<file path="src/rtl/lib_seat_expiry.sv">
// Reading-room seat reservation keeper.
// Serves reserve/release requests over a valid/ready handshake. Once per minute tick it
// walks every seat and ages the held ones, freeing a seat when its hold time reaches zero.
// A rising edge on the timer's daily-reset level frees every seat.
module lib_seat_expiry #(
  parameter  int NUM_SEATS = 16,
  parameter  int HOLD_MIN  = 120,
  localparam int SEAT_W    = $clog2(NUM_SEATS),
  localparam int CNT_W     = $clog2(NUM_SEATS + 1)
) (
  input  logic                 clk,
  input  logic                 rst_n,
  input  logic [10:0]          time_in,
  input  logic                 rst_timer,
  input  logic                 req_valid,
  output logic                 req_ready,
  input  logic                 req_op,
  input  logic [SEAT_W-1:0]    req_seat,
  output logic                 resp_valid,
  output logic                 resp_ok,
  output logic [NUM_SEATS-1:0] seat_busy,
  output logic [CNT_W-1:0]     free_count
);

  typedef enum logic [1:0] {
    IDLE  = 2'd0,
    CLEAR = 2'd1,
    SWEEP = 2'd2
  } state_t;

  localparam logic [9:0]        HOLD_VAL = 10'(HOLD_MIN);
  localparam logic [SEAT_W-1:0] LAST_IDX = SEAT_W'(NUM_SEATS - 1);
  localparam logic [CNT_W-1:0]  ALL_FREE = CNT_W'(NUM_SEATS);

  state_t            state;
  logic [10:0]       time_q;
  logic              rst_q;
  logic              loaded;
  logic              tick_pend;
  logic [SEAT_W-1:0] idx;
  logic [9:0]        remain [NUM_SEATS];

  logic tick;
  logic clr_edge;
  logic accept;
  logic seat_ok;

  // A tick is any change of the time word; nothing counts until time_q holds a real sample.
  assign tick      = loaded && (time_in != time_q);
  assign clr_edge  = rst_timer && !rst_q;
  // Requests wait while a clear or a sweep is due, so housekeeping always wins.
  assign req_ready = loaded && (state == IDLE) && !clr_edge && !tick_pend;
  assign accept    = req_valid && req_ready;
  assign seat_ok   = (int'(req_seat) < NUM_SEATS);

  // Sample the timer inputs every cycle for tick and daily-clear edge detection.
  always_ff @(posedge clk or negedge rst_n) begin
    if (!rst_n) begin
      time_q <= '0;
      rst_q  <= 1'b0;
      loaded <= 1'b0;
    end else begin
      time_q <= time_in;
      rst_q  <= rst_timer;
      loaded <= 1'b1;
    end
  end

  // Control FSM together with the per-seat hold state and the registered outputs.
  always_ff @(posedge clk or negedge rst_n) begin
    if (!rst_n) begin
      state      <= IDLE;
      tick_pend  <= 1'b0;
      idx        <= '0;
      seat_busy  <= '0;
      free_count <= ALL_FREE;
      resp_valid <= 1'b0;
      resp_ok    <= 1'b0;
      for (int i = 0; i < NUM_SEATS; i++) remain[i] <= '0;
    end else begin
      resp_valid <= 1'b0;
      resp_ok    <= 1'b0;
      case (state)
        IDLE: begin
          if (clr_edge) begin
            state     <= CLEAR;
            tick_pend <= 1'b0;
          end else if (tick_pend) begin
            state     <= SWEEP;
            idx       <= '0;
            // A tick landing on the sweep-start cycle queues the next sweep.
            tick_pend <= tick;
          end else begin
            tick_pend <= tick;
            if (accept) begin
              resp_valid <= 1'b1;
              if (seat_ok) begin
                if (!req_op && !seat_busy[req_seat]) begin
                  seat_busy[req_seat] <= 1'b1;
                  remain[req_seat]    <= HOLD_VAL;
                  free_count          <= free_count - CNT_W'(1);
                  resp_ok             <= 1'b1;
                end else if (req_op && seat_busy[req_seat]) begin
                  seat_busy[req_seat] <= 1'b0;
                  remain[req_seat]    <= '0;
                  free_count          <= free_count + CNT_W'(1);
                  resp_ok             <= 1'b1;
                end
              end
            end
          end
        end

        CLEAR: begin
          seat_busy  <= '0;
          free_count <= ALL_FREE;
          tick_pend  <= 1'b0;
          for (int i = 0; i < NUM_SEATS; i++) remain[i] <= '0;
          state      <= IDLE;
        end

        SWEEP: begin
          if (clr_edge) begin
            // Daily clear aborts the walk and discards any queued tick.
            state     <= CLEAR;
            tick_pend <= 1'b0;
          end else begin
            if (tick) tick_pend <= 1'b1;
            if (seat_busy[idx]) begin
              if (remain[idx] <= 10'd1) begin
                remain[idx]    <= '0;
                seat_busy[idx] <= 1'b0;
                free_count     <= free_count + CNT_W'(1);
              end else begin
                remain[idx] <= remain[idx] - 10'd1;
              end
            end
            if (idx == LAST_IDX) state <= IDLE;
            else                 idx   <= idx + SEAT_W'(1);
          end
        end

        default: state <= IDLE;
      endcase
    end
  end

endmodule
</file>
<file path="config.mk">
export PLATFORM = sky130hd
export DESIGN_NAME = lib_seat_expiry
export DESIGN_NICKNAME = d
export VERILOG_FILES = /design/src/rtl/lib_seat_expiry.sv
export SDC_FILE = /design/constraint.sdc
export NUM_CORES = 1
export LEC_CHECK = 0
export ABC_AREA = 0
export CORE_ASPECT_RATIO = 0.8
export CORE_UTILIZATION = 55
export DETAILED_ROUTE_END_ITERATION = 6
export GPL_ROUTABILITY_DRIVEN = 0
export GPL_TIMING_DRIVEN = 0
export HOLD_SLACK_MARGIN = 0.06
export PLACE_DENSITY_LB_ADDON = 0.08
export SYNTH_ARGS = -nofsm -noshare
export SYNTH_HDL_FRONTEND = slang
export SYNTH_SLANG_ARGS = --single-unit
export TNS_END_PERCENT = 100
</file>
<file path="constraint.sdc">
create_clock -name clk -period 8.8 [get_ports clk]
set_input_delay 2.2 -clock clk [delete_from_list [all_inputs] [get_ports clk]]
set_output_delay 2.2 -clock clk [all_outputs]
set_load 0.02 [all_outputs]
</file>
==> results of run 1 <==
-- placed cells by master (no fill, tap or decap), drive strengths merged, types with 23 or more instances in the layout --
master         count
o21ai             88
a22o              23
o31ai             24
nand2            116
a21oi             69
clkdlybuf4s50     42
dfrtp            202
nor3              24
clkbuf            62
buf               44
mux4              49
nor2              96
-- routing by layer --
layer	track usage, %	vias up	share of wire, %
met1	55.0	4812	41
met5	1.82	-	0.13
met2	56.1	693	41
li1	-	4034	-
met4	14.6	2	4.3
met3	13.2	137	13
-- cell type report --
class	instances	area share, %
Clock buffer	30	5.19
Buffer	74	3.57
Timing Repair Buffer	44	3.69
Sequential cell	203	40.5
Multi-Input combinational cell	743	43.1
Inverter	14	0.419
Tap cell	258	2.57
Clock inverter	9	0.987
-- through the flow --
| stage | total power, W | util [%] |
|---|---|---|
| finish | 0.00485 | 65.2 |
| global route | 0.00499 | 65.2 |
| CTS | 0.00472 | 65.2 |
| detailed placement | 0.00372 | 61.1 |
| global placement | 0.00370 | 61.0 |
| floorplan | 0.00280 | - |
-- worst min-delay path, stage by stage, from the launching register on --
cell,delay [ns]
sky130_fd_sc_hd__dfrtp_1,0.34
sky130_fd_sc_hd__nand2_1,0.06
sky130_fd_sc_hd__o21ai_2,0.05
-- power by group through the flow --
| stage | registers [W] | clock network (W) | logic (W) |
|---|---|---|---|
| global placement | 0.00128 | 0 | 0.00242 |
| floorplan | 0.00128 | 0 | 0.00152 |
| finish | 0.00128 | 0.00101 | 0.00256 |
| CTS | 0.00127 | 0.00100 | 0.00245 |
| detailed placement | 0.00128 | 0 | 0.00244 |
| global route | 0.00129 | 0.00104 | 0.00265 |
-- cell families (layout without fill, tap and decap cells) --
group / after synthesis / in the layout
AOI/OAI and AO/OA: 330 / 330
adders and majority gates: 14 / 14
buffers and inverters: 88 / 171
and+or+nand+nor: 321 / 321
muxes: 61 / 61
xor gates and xnor gates: 16 / 16
other: 1 / 1
DFF: 203 / 203
-- final timing paths --
kind	endpoint	slack, ns	from	depth (start not counted)
setup / recovery	remain[81]$_DFFE_PN0P_	1.21	req_seat[0]	13
hold / removal	remain[158]$_DFFE_PN0P_	0.47	remain[158]$_DFFE_PN0P_	2
setup reg to reg	remain[81]$_DFFE_PN0P_	3.54	flop	11
hold reg to reg	remain[158]$_DFFE_PN0P_	0.47	remain[158]$_DFFE_PN0P_	2
max in group asynchronous	async pin	6.07	rst_n	2
min in group asynchronous	remain[30]$_DFFE_PN0P_	1.78	rst_n	1
==> metrics.txt, run 1 <==
# TYPE chip_impl_metric gauge
chip_impl_metric{name="power.internal",unit="W"} 0.00255
chip_impl_metric{name="initialDrtViolationCount",unit=""} 1451
chip_impl_metric{name="min_clock_period_post_route",unit="ns"} 7.59
chip_impl_info{name="element_type_at_the_critical_path_start",value="primary input"} 1
chip_impl_info{name="cts_tree",value="yes"} 1
chip_impl_metric{name="drv_cap",unit=""} 0
chip_impl_metric{name="vdd_drop_max",unit="uV"} 263
chip_impl_metric{name="setup_viol",unit=""} 0
chip_impl_metric{name="drive_gt1_share",unit="%"} 14.5
chip_impl_metric{name="synth_async_sr_flop_share",unit="%"} 100
chip_impl_metric{name="synthesis.area",unit="sq um"} 11000
chip_impl_metric{name="chipWidth",unit="um"} 160
chip_impl_metric{name="io_buffers",unit=""} 43
chip_impl_metric{name="htreeDepth",unit=""} 1
chip_impl_metric{name="detail_route.wirelength",unit="mm"} 39.2
chip_impl_metric{name="post-place-ws",unit="ns"} 0.977
chip_impl_info{name="synth_top_cells_by_count",value="202 x sky130_fd_sc_hd__dfrtp_1, 115 x sky130_fd_sc_hd__nand2_1, 95 x sky130_fd_sc_hd__nor2_1"} 1
chip_impl_info{name="grt_setup_unrepaired",value="no"} 1
chip_impl_metric{name="synth_xor_area_share",unit="%"} 1.28
chip_impl_metric{name="ios",unit=""} 44
chip_impl_info{name="dominant_combinational_cell_family_by_area_after_synthesis",value="compound AO/OA/AOI/OAI gates"} 1
chip_impl_metric{name="synth.area.mux_share",unit="%"} 11.7
chip_impl_info{name="synthMostInstantiatedCell",value="sky130_fd_sc_hd__dfrtp_1"} 1
chip_impl_metric{name="mappedNetlistNets",unit=""} 1068
chip_impl_metric{name="slew_headroom",unit="%"} 4.95
chip_impl_metric{name="coreArea",unit="sq um"} 19300
chip_impl_info{name="root_buffer",value="sky130_fd_sc_hd__clkbuf_16"} 1
chip_impl_metric{name="synth_compound_gate_area_share",unit="%"} 21.0
chip_impl_metric{name="finalNonFillerCells",unit=""} 1375
chip_impl_metric{name="detail-route-antenna-nets",unit=""} 0
chip_impl_metric{name="synthesis.instances",unit=""} 1034
chip_impl_metric{name="dpl-instance-area",unit="sq um"} 11800
chip_impl_metric{name="yosysWarningCount",unit=""} 0
chip_impl_metric{name="final_worst_path_setup_slack",unit="ns"} 1.21
chip_impl_metric{name="wl_per_cell",unit="um"} 28.5
chip_impl_info{name="crit_slowest_cell",value="sky130_fd_sc_hd__nor3_1"} 1
chip_impl_metric{name="net_switching_power",unit="W"} 0.00230
chip_impl_metric{name="clockPowerShare",unit="%"} 20.8
chip_impl_metric{name="grt_antenna_before_repair",unit=""} 1
chip_impl_metric{name="swShare",unit="%"} 47.4
chip_impl_metric{name="setup_tns",unit="ns"} 0
chip_impl_metric{name="chipHeight",unit="um"} 128
chip_impl_metric{name="postCtsSetupBuffers",unit=""} 0
chip_impl_metric{name="floorplan.die_area",unit="sq um"} 20600
chip_impl_metric{name="cts-hold-fix-buffers",unit=""} 0
chip_impl_metric{name="worst_slew_pin_slew",unit="ns"} 1.41
chip_impl_metric{name="post-route-period-util",unit="%"} 86.2
chip_impl_metric{name="synth_top_area_share",unit="%"} 46.0
chip_impl_metric{name="largest_net_degree_at_the_start_of_global_routing",unit=""} 123
chip_impl_metric{name="power_frac_comb",unit="%"} 52.8
chip_impl_metric{name="grt_pass1_wl",unit="mm"} 59.0
chip_impl_metric{name="design_area",unit="sq um"} 12500
chip_impl_metric{name="slowest_delay",unit="ns"} 0.88
chip_impl_info{name="status",value="finished, final reports clean"} 1
chip_impl_info{name="synth_largest_area_cell",value="sky130_fd_sc_hd__dfrtp_1"} 1
chip_impl_metric{name="finalClockSkew",unit="ns"} 0.0115
chip_impl_metric{name="ctsResizeCount",unit=""} 0
chip_impl_metric{name="route.vias.total",unit=""} 9678
chip_impl_metric{name="via_count_of_the_first_global_routing_pass",unit=""} 9411
chip_impl_metric{name="seq_area",unit="sq um"} 5080
chip_impl_info{name="critical_path_sink_type",value="flop"} 1
chip_impl_metric{name="final.fill_count",unit=""} 1545
chip_impl_metric{name="grtUsageTotal",unit="%"} 39.1
chip_impl_metric{name="worst_ep_arrival_time",unit="ns"} 7.99
chip_impl_metric{name="required",unit="ns"} 9.21
chip_impl_metric{name="hpwl",unit="mm"} 27.5
chip_impl_metric{name="synth-edff-count",unit=""} 0
chip_impl_metric{name="post_drt_via_cell_ratio",unit=""} 7.04
chip_impl_info{name="holdCritPathClass",value="flop to flop"} 1
chip_impl_info{name="critPathTopFamily",value="buffers and inverters"} 1
chip_impl_metric{name="pwr-share-seq",unit="%"} 26.4
chip_impl_metric{name="placed_cells",unit=""} 1336
chip_impl_metric{name="area_used_by_multi_input_combinational_logic",unit="sq um"} 5410
chip_impl_metric{name="synthAdderAreaFrac",unit="%"} 1.59
chip_impl_metric{name="synth_simple_gate_area_share",unit="%"} 13.6
chip_impl_metric{name="final-hold-violation-count",unit=""} 0
chip_impl_metric{name="detail_route.drc_violations",unit=""} 0
chip_impl_metric{name="drtPass1Iterations",unit=""} 6
chip_impl_metric{name="synthesis.area_per_instance",unit="sq um"} 10.6
chip_impl_info{name="cp_common_cell",value="sky130_fd_sc_hd__clkbuf_1"} 1
chip_impl_metric{name="critical_path_buf_inv_count",unit=""} 5
chip_impl_info{name="timing.setup.critical_path_class",value="primary input to flop"} 1
chip_impl_metric{name="overflow",unit=""} 0
chip_impl_metric{name="std_cell_rows",unit=""} 45
chip_impl_metric{name="hold_ws",unit="ns"} 0.472
chip_impl_metric{name="power.static_leakage",unit="nW"} 5.25
chip_impl_metric{name="highest_net_fanout_along_the_worst_path",unit=""} 10
chip_impl_metric{name="antenna_cells",unit=""} 0
chip_impl_metric{name="ys_ff_latch",unit=""} 203
chip_impl_metric{name="timing.final.max_slew_violations",unit=""} 0
chip_impl_metric{name="area_growth_syn_to_layout",unit="%"} 14.2
chip_impl_metric{name="power_density",unit="nW/um^2"} 387
chip_impl_info{name="cell_breakdown_of_the_critical_path",value="clkdlybuf4s50_1 -> clkbuf_1 -> mux4_2 -> mux4_2 -> inv_1 -> ha_1 -> clkbuf_1 -> o21ai_0 -> o31a_1 -> nor3_1 -> clkbuf_1 -> o221ai_1 -> a22o_1"} 1
chip_impl_metric{name="yosysUniqueCellTypes",unit=""} 80
chip_impl_metric{name="effective_utilization_at_floorplan",unit="%"} 57.1
chip_impl_info{name="ys.flop_type",value="sky130_fd_sc_hd__dfrtp_1"} 1
chip_impl_metric{name="clkSinkCount",unit=""} 203
chip_impl_metric{name="ys_seq_area_share",unit="%"} 46.2
chip_impl_metric{name="cts-buffers-inserted",unit=""} 22
chip_impl_metric{name="clk_pin_slew",unit="ns"} 0.07
chip_impl_metric{name="fin_nets",unit=""} 1136
chip_impl_metric{name="clock_tree.buffer_depth",unit=""} 3
chip_impl_metric{name="max_freq",unit="GHz"} 0.132
chip_impl_metric{name="clkLatencyLatePin",unit="ns"} 0.53
chip_impl_info{name="synth_area_leaders",value="sky130_fd_sc_hd__dfrtp_1 46%, sky130_fd_sc_hd__mux4_2 7.2%, sky130_fd_sc_hd__nand2_1 3.9%"} 1
Power figures use the tool's default switching activity.
==> run 2: changes to the inputs <==
--- a/config.mk
+++ b/config.mk
@@ -7,7 +7,8 @@
 export LEC_CHECK = 0
 export ABC_AREA = 0
 export CORE_ASPECT_RATIO = 0.8
-export CORE_UTILIZATION = 55
+export CORE_UTILIZATION = 66
+export CTS_CLUSTER_DIAMETER = 60
 export DETAILED_ROUTE_END_ITERATION = 6
 export GPL_ROUTABILITY_DRIVEN = 0
 export GPL_TIMING_DRIVEN = 0
==> run 2 against run 1 <==
Combinational power about the same. Design area decreased by 1.1%. Sequential power about the same. Worst hold slack improved by 0.0011 ns. Non-clock buffer count unchanged. Routed wire length decreased by 0.28%. Clock power decreased by 9.6%. Cell count decreased by 3.3%. Flip-flop and latch count unchanged. Highest routed layer unchanged. The flow now finishes with violations (design-rule violations). Critical path depth increased by 1. Die area decreased by 16%. Total power decreased by 1.8%. Critical path type unchanged.
==> metrics.txt, run 2 (synthesis gave the netlist of run 1 again) <==
# TYPE chip_impl_metric gauge
chip_impl_metric{name="cts-hold-fix-buffers",unit=""} 0
chip_impl_metric{name="hpwl",unit="mm"} 26.8
chip_impl_metric{name="max_freq",unit="GHz"} 0.136
chip_impl_metric{name="finalNonFillerCells",unit=""} 1330
chip_impl_metric{name="route.vias.total",unit=""} 10100
chip_impl_metric{name="fin_nets",unit=""} 1135
chip_impl_info{name="worstHoldStart",value="remain[20]$_DFFE_PN0P_"} 1
chip_impl_metric{name="highest_net_fanout_along_the_worst_path",unit=""} 10
chip_impl_metric{name="power_density",unit="nW/um^2"} 384
chip_impl_metric{name="area_growth_syn_to_layout",unit="%"} 12.9
chip_impl_metric{name="hold_ws",unit="ns"} 0.474
chip_impl_metric{name="chipWidth",unit="um"} 146
chip_impl_info{name="element_type_at_the_critical_path_start",value="primary input"} 1
chip_impl_metric{name="grt_antenna_before_repair",unit=""} 0
chip_impl_metric{name="clkSinkCount",unit=""} 203
chip_impl_info{name="timing.setup.critical_path_class",value="primary input to flop"} 1
chip_impl_metric{name="post-layout-total-power",unit="W"} 0.00476
chip_impl_metric{name="htreeDepth",unit=""} 1
chip_impl_metric{name="detail-route-antenna-nets",unit=""} 0
chip_impl_info{name="critical_path.startpoint",value="req_seat[0]"} 1
chip_impl_metric{name="finalClockSkew",unit="ns"} 0.0234
chip_impl_info{name="holdCritPathClass",value="flop to flop"} 1
chip_impl_metric{name="drv_cap",unit=""} 0
chip_impl_metric{name="post-route-period-util",unit="%"} 83.4
chip_impl_metric{name="vdd_drop_max",unit="uV"} 261
chip_impl_metric{name="std_cell_rows",unit=""} 41
chip_impl_info{name="final_common_cell",value="sky130_fd_sc_hd__dfrtp_1"} 1
chip_impl_info{name="cts_tree",value="yes"} 1
chip_impl_metric{name="required",unit="ns"} 9.14
chip_impl_metric{name="ctsResizeCount",unit=""} 0
chip_impl_metric{name="antenna_cells",unit=""} 0
chip_impl_metric{name="chipHeight",unit="um"} 117
chip_impl_metric{name="setup_viol",unit=""} 0
chip_impl_info{name="violations",value="design-rule violations"} 1
chip_impl_metric{name="initialDrtViolationCount",unit=""} 1850
chip_impl_metric{name="detail_route.drc_violations",unit=""} 17
chip_impl_metric{name="io_buffers",unit=""} 43
chip_impl_info{name="most-common-layout-cells",value="202 x sky130_fd_sc_hd__dfrtp_1, 115 x sky130_fd_sc_hd__nand2_1, 95 x sky130_fd_sc_hd__nor2_1"} 1
chip_impl_metric{name="post_drt_via_cell_ratio",unit=""} 7.59
chip_impl_metric{name="drtPass1Iterations",unit=""} 7
chip_impl_metric{name="largest_net_degree_at_the_start_of_global_routing",unit=""} 105
chip_impl_metric{name="via_count_of_the_first_global_routing_pass",unit=""} 9807
chip_impl_metric{name="clock_tree.buffer_depth",unit=""} 3
chip_impl_metric{name="power.static_leakage",unit="nW"} 5.20
chip_impl_metric{name="grtUsageTotal",unit="%"} 46.4
chip_impl_metric{name="ios",unit=""} 44
chip_impl_metric{name="design_area",unit="sq um"} 12400
chip_impl_metric{name="clkLatencyLatePin",unit="ns"} 0.52
chip_impl_metric{name="postCtsSetupBuffers",unit=""} 0
chip_impl_metric{name="wl_per_cell",unit="um"} 29.4
chip_impl_metric{name="placed_cells",unit=""} 1293
chip_impl_info{name="critical_path_sink_type",value="flop"} 1
chip_impl_metric{name="min_clock_period_post_route",unit="ns"} 7.34
chip_impl_info{name="status",value="finished with violations"} 1
chip_impl_metric{name="grt_pass1_wl",unit="mm"} 58.8
chip_impl_metric{name="dpl-instance-area",unit="sq um"} 11700
chip_impl_metric{name="worst_slew_pin_slew",unit="ns"} 1.41
chip_impl_metric{name="final-hold-violation-count",unit=""} 0
chip_impl_metric{name="overflow",unit=""} 0
chip_impl_metric{name="worst_ep_arrival_time",unit="ns"} 7.69
chip_impl_metric{name="slew_headroom",unit="%"} 4.71
chip_impl_metric{name="cts-buffers-inserted",unit=""} 21
chip_impl_metric{name="coreArea",unit="sq um"} 16000
chip_impl_metric{name="drive_gt1_share",unit="%"} 14.2
chip_impl_info{name="grt_setup_unrepaired",value="no"} 1
chip_impl_info{name="root_buffer",value="sky130_fd_sc_hd__clkbuf_16"} 1
chip_impl_metric{name="detail_route.wirelength",unit="mm"} 39.0
chip_impl_metric{name="clk_pin_slew",unit="ns"} 0.07
chip_impl_metric{name="timing.final.max_slew_violations",unit=""} 0
chip_impl_metric{name="floorplan.die_area",unit="sq um"} 17200
chip_impl_metric{name="effective_utilization_at_floorplan",unit="%"} 68.7
-- run 2: changes by cell type in the layout (fill, tap and decap cells not counted), sizes merged --
cell / before / now
inv: 14 / 16
clkbuf: 62 / 60
clkinvlp: 0 / 1
bufinv: 3 / 2
clkinv: 6 / 4
-- run 2: path summary, 6_finish.rpt --
kind,end,cells past startpoint,slack (ns)
setup reg to reg,flop,12,3.71
hold / removal,remain[20]$_DFFE_PN0P_,2,0.47
min in group asynchronous,remain[18]$_DFFE_PN0P_,1,1.72
setup / recovery,flop,14,1.46
max in group asynchronous,async pin,2,6.12
hold reg to reg,remain[20]$_DFFE_PN0P_,2,0.47
-- run 2: power by group --
group | leakage [nW] | switching, W | internal [W]
sequential | 2.71 | 0.000158 | 0.00112
clock | 0.338 | 0.000387 | 0.000527
combinational | 2.16 | 0.00175 | 0.000820
-- run 2: through the flow --
| stage | setup TNS, ns | worst slack [ns] | util (%) |
|---|---|---|---|
| after floorplan | 0 | 2.92 | - |
| after CTS | 0 | 1.73 | 77.5 |
| after global routing | 0 | 1.25 | 77.5 |
| after global placement | -562.93 | -2.81 | 73.0 |
| after detailed placement | 0 | 1.27 | 73.2 |
| final | 0 | 1.46 | 77.5 |
-- run 2: cell type report --
cell class	instances	area, sq um
flip-flops and latches	203	5080
plain buffers	74	448
well taps	215	269
repair buffers	44	463
fillers	1048	3600
clock buffers	28	582
multi-input cells	743	5410
inverters	14	52.6
clock inverters	9	105
-- run 2: worst max-delay path: stages --
cell and delay (ns):
sky130_fd_sc_hd__clkdlybuf4s50_1 0.48, sky130_fd_sc_hd__clkbuf_1 0.44, sky130_fd_sc_hd__mux4_2 0.64, sky130_fd_sc_hd__mux4_2 0.50
sky130_fd_sc_hd__inv_1 0.07, sky130_fd_sc_hd__ha_1 0.13, sky130_fd_sc_hd__clkbuf_1 0.38, sky130_fd_sc_hd__o21ai_0 0.18
sky130_fd_sc_hd__o31a_1 0.30, sky130_fd_sc_hd__nor3_1 0.83, sky130_fd_sc_hd__clkbuf_1 0.50, sky130_fd_sc_hd__nand2_1 0.52
sky130_fd_sc_hd__a21oi_1 0.35, sky130_fd_sc_hd__o31ai_1 0.12
-- run 2: metal layers --
layer	wire length (um)	global-route usage, %	vias up
li1	-	-	4032
met1	14000	62.4	4887
met2	16100	64.5	922
met3	6210	18.7	247
met4	2660	24.7	2
met5	39	0	-
==> run 3: changes to the inputs <==
--- a/config.mk
+++ b/config.mk
@@ -7,7 +7,7 @@
 export LEC_CHECK = 0
 export ABC_AREA = 0
 export CORE_ASPECT_RATIO = 0.8
-export CORE_UTILIZATION = 66
+export CORE_UTILIZATION = 56
 export CTS_CLUSTER_DIAMETER = 60
 export DETAILED_ROUTE_END_ITERATION = 6
 export GPL_ROUTABILITY_DRIVEN = 0
==> constraint.sdc (replaced) <==
create_clock -name clk -period 6.6 [get_ports clk]
set_input_delay 1.65 -clock clk [delete_from_list [all_inputs] [get_ports clk]]
set_output_delay 1.65 -clock clk [all_outputs]
set_load 0.02 [all_outputs]
==> run 3 against run 2 <==
The run still ends with design-rule violations left. Die area is 18% higher. Via count shrank 3.8%. Core utilization decreased by 12 points. Sequential share of layout area shrank 0.43 points. Design area up 1.1%. Clock skew decreased by 0.0081 ns. Routed wire length fell by 0.14%. Highest routed layer is now met4.
==> metrics.txt, run 3 (synthesis gave the netlist of run 1 again) <==
# TYPE chip_impl_metric gauge
chip_impl_metric{name="final_worst_path_setup_slack",unit="ns"} 0.197
chip_impl_metric{name="chipWidth",unit="um"} 159
chip_impl_metric{name="cts-hold-fix-buffers",unit=""} 0
chip_impl_metric{name="hpwl",unit="mm"} 27.4
chip_impl_info{name="grt_setup_unrepaired",value="no"} 1
chip_impl_metric{name="coreArea",unit="sq um"} 19100
chip_impl_metric{name="hold_ws",unit="ns"} 0.472
chip_impl_metric{name="setup_viol",unit=""} 0
chip_impl_metric{name="detail-route-antenna-nets",unit=""} 0
chip_impl_metric{name="std_cell_rows",unit=""} 45
chip_impl_info{name="worstHoldStart",value="remain[100]$_DFFE_PN0P_"} 1
chip_impl_metric{name="wl_per_cell",unit="um"} 28.3
chip_impl_metric{name="overflow",unit=""} 0
chip_impl_metric{name="ios",unit=""} 44
chip_impl_metric{name="vdd_drop_max",unit="uV"} 269
chip_impl_info{name="element_type_at_the_critical_path_start",value="primary input"} 1
chip_impl_metric{name="reg2reg_depth",unit=""} 14
chip_impl_metric{name="cts-buffers-inserted",unit=""} 22
chip_impl_metric{name="grtUsageTotal",unit="%"} 40.3
chip_impl_metric{name="worst_slew_pin_slew",unit="ns"} 1.28
chip_impl_metric{name="drv_cap",unit=""} 0
chip_impl_info{name="final_common_cell",value="sky130_fd_sc_hd__dfrtp_1"} 1
chip_impl_metric{name="route.vias.total",unit=""} 9703
chip_impl_metric{name="post-layout-total-power",unit="W"} 0.00643
chip_impl_metric{name="drtPass1Iterations",unit=""} 7
chip_impl_metric{name="max_freq",unit="GHz"} 0.156
chip_impl_metric{name="htreeDepth",unit=""} 1
chip_impl_metric{name="io_buffers",unit=""} 43
chip_impl_info{name="cts_tree",value="yes"} 1
chip_impl_metric{name="slew_headroom",unit="%"} 13.5
chip_impl_metric{name="area_growth_syn_to_layout",unit="%"} 14.1
chip_impl_metric{name="final-hold-violation-count",unit=""} 0
chip_impl_metric{name="required",unit="ns"} 6.98
chip_impl_metric{name="clkLatencyLatePin",unit="ns"} 0.52
chip_impl_metric{name="fin_nets",unit=""} 1137
chip_impl_metric{name="placed_cells",unit=""} 1336
chip_impl_info{name="most-common-layout-cells",value="202 x sky130_fd_sc_hd__dfrtp_1, 114 x sky130_fd_sc_hd__nand2_1, 95 x sky130_fd_sc_hd__nor2_1"} 1
chip_impl_metric{name="initialDrtViolationCount",unit=""} 1493
chip_impl_metric{name="power.static_leakage",unit="nW"} 5.23
chip_impl_info{name="critical_path_sink_type",value="flop"} 1
chip_impl_info{name="timing.setup.critical_path_class",value="primary input to flop"} 1
chip_impl_metric{name="largest_net_degree_at_the_start_of_global_routing",unit=""} 120
chip_impl_metric{name="drive_gt1_share",unit="%"} 15.0
chip_impl_metric{name="min_clock_period_post_route",unit="ns"} 6.40
chip_impl_metric{name="worst_ep_arrival_time",unit="ns"} 6.78
chip_impl_info{name="root_buffer",value="sky130_fd_sc_hd__clkbuf_16"} 1
chip_impl_metric{name="effective_utilization_at_floorplan",unit="%"} 57.6
chip_impl_metric{name="post_drt_via_cell_ratio",unit=""} 7.05
chip_impl_info{name="violations",value="design-rule violations"} 1
chip_impl_metric{name="grt_pass1_wl",unit="mm"} 58.6
chip_impl_info{name="status",value="finished with violations"} 1
chip_impl_metric{name="clk_pin_slew",unit="ns"} 0.06
chip_impl_metric{name="detail_route.wirelength",unit="mm"} 39.0
chip_impl_metric{name="grt_antenna_before_repair",unit=""} 1
chip_impl_metric{name="final.fill_count",unit=""} 1476
chip_impl_metric{name="finalNonFillerCells",unit=""} 1377
chip_impl_metric{name="post-place-ws",unit="ns"} -0.638
chip_impl_metric{name="clkSinkCount",unit=""} 203
chip_impl_metric{name="finalClockSkew",unit="ns"} 0.0154
chip_impl_metric{name="post-route-period-util",unit="%"} 97.0
chip_impl_metric{name="via_count_of_the_first_global_routing_pass",unit=""} 9327
chip_impl_metric{name="floorplan.die_area",unit="sq um"} 20200
chip_impl_info{name="critical_path.startpoint",value="req_seat[1]"} 1
chip_impl_info{name="rr_startpoint",value="idx[0]$_DFFE_PN0P_"} 1
chip_impl_info{name="holdCritPathClass",value="flop to flop"} 1
chip_impl_metric{name="power_density",unit="nW/um^2"} 513
chip_impl_metric{name="clock_tree.buffer_depth",unit=""} 3
chip_impl_metric{name="chipHeight",unit="um"} 127
chip_impl_metric{name="highest_net_fanout_along_the_worst_path",unit=""} 10
chip_impl_metric{name="detail_route.drc_violations",unit=""} 16
chip_impl_metric{name="timing.final.max_slew_violations",unit=""} 0
chip_impl_metric{name="worstHoldPathCells",unit=""} 2
run 3: cell count changes in the layout (fill, tap and decap cells not counted), sizes merged:
| cell | previous run | this run |
|---|---|---|
| diode | 0 | 2 |
| buf | 44 | 45 |
| clkbuf | 60 | 64 |
| bufinv | 2 | 1 |
| inv | 16 | 14 |
run 3: layout make-up:
class | count | area (sq um) | share of cell area, %
antenna | 2 | 5.00 | 0.0399
buffer | 74 | 450 | 3.59
clock buffer | 32 | 659 | 5.26
clock inverter | 6 | 57.6 | 0.459
inverter | 14 | 52.6 | 0.419
multi-input combinational | 743 | 5440 | 43.4
sequential | 203 | 5080 | 40.5
tap | 258 | 323 | 2.57
timing repair buffer | 45 | 470 | 3.75
run 3: path summary, 6_finish.rpt:
path                                      endpoint  slack [ns]
max reg2reg                                   flop        1.85
min in group asynchronous   remain[20]$_DFFE_PN0P_        1.12
min                        remain[100]$_DFFE_PN0P_        0.47
min reg2reg                remain[100]$_DFFE_PN0P_        0.47
max                                           flop        0.20
max in group asynchronous                async pin        4.42
run 3: metrics by stage:
step | setup TNS (ns) | cell area, sq um | utilization (%)
floorplan | 0 | 11000 | -
global placement | -990.93 | 11700 | 61.5
detailed placement | -40.94 | 11800 | 61.7
CTS | 0 | 12500 | 65.5
global route | 0 | 12500 | 65.7
finish | 0 | 12500 | 65.7
run 3: report_power, final:
| group | leakage (nW) | internal, W | switching [W] | total, W |
|---|---|---|---|---|
| clock network | 0.354 | 0.000729 | 0.000521 | 0.00125 |
| registers | 2.71 | 0.00150 | 0.000201 | 0.00170 |
| logic | 2.17 | 0.00111 | 0.00237 | 0.00348 |
| total | 5.23 | 0.00334 | 0.00309 | 0.00643 |
run 3: critical path, cell delays in order:
cell and delay (ns):
sky130_fd_sc_hd__clkdlybuf4s50_1 0.51, sky130_fd_sc_hd__clkbuf_1 0.48, sky130_fd_sc_hd__mux4_2 0.59, sky130_fd_sc_hd__mux4_2 0.51
sky130_fd_sc_hd__inv_1 0.07, sky130_fd_sc_hd__ha_1 0.13, sky130_fd_sc_hd__clkbuf_1 0.44, sky130_fd_sc_hd__o21ai_0 0.17
sky130_fd_sc_hd__o31a_1 0.32, sky130_fd_sc_hd__or3_1 0.36, sky130_fd_sc_hd__clkbuf_1 0.25, sky130_fd_sc_hd__or3_1 0.44
sky130_fd_sc_hd__clkbuf_1 0.40, sky130_fd_sc_hd__o21ai_0 0.34, sky130_fd_sc_hd__o41ai_1 0.11
run 3: metal layers:
metal  global-route usage [%]  vias to the layer above  share of wire [%]
li1                         -                     4037                  -
met1                     58.2                     4831                 42
met2                     56.1                      690                 41
met3                     12.0                      145                 12
met4                     17.6                        0                5.1
met5                        0                        -                  0
run 3: what timing repair did:
action,4_1_cts,5_1_grt
resized for setup,1,10
buffers inserted,0,1
setup endpoints to repair,26,49
pin swaps,0,1
endpoints found under the hold margin,0,0
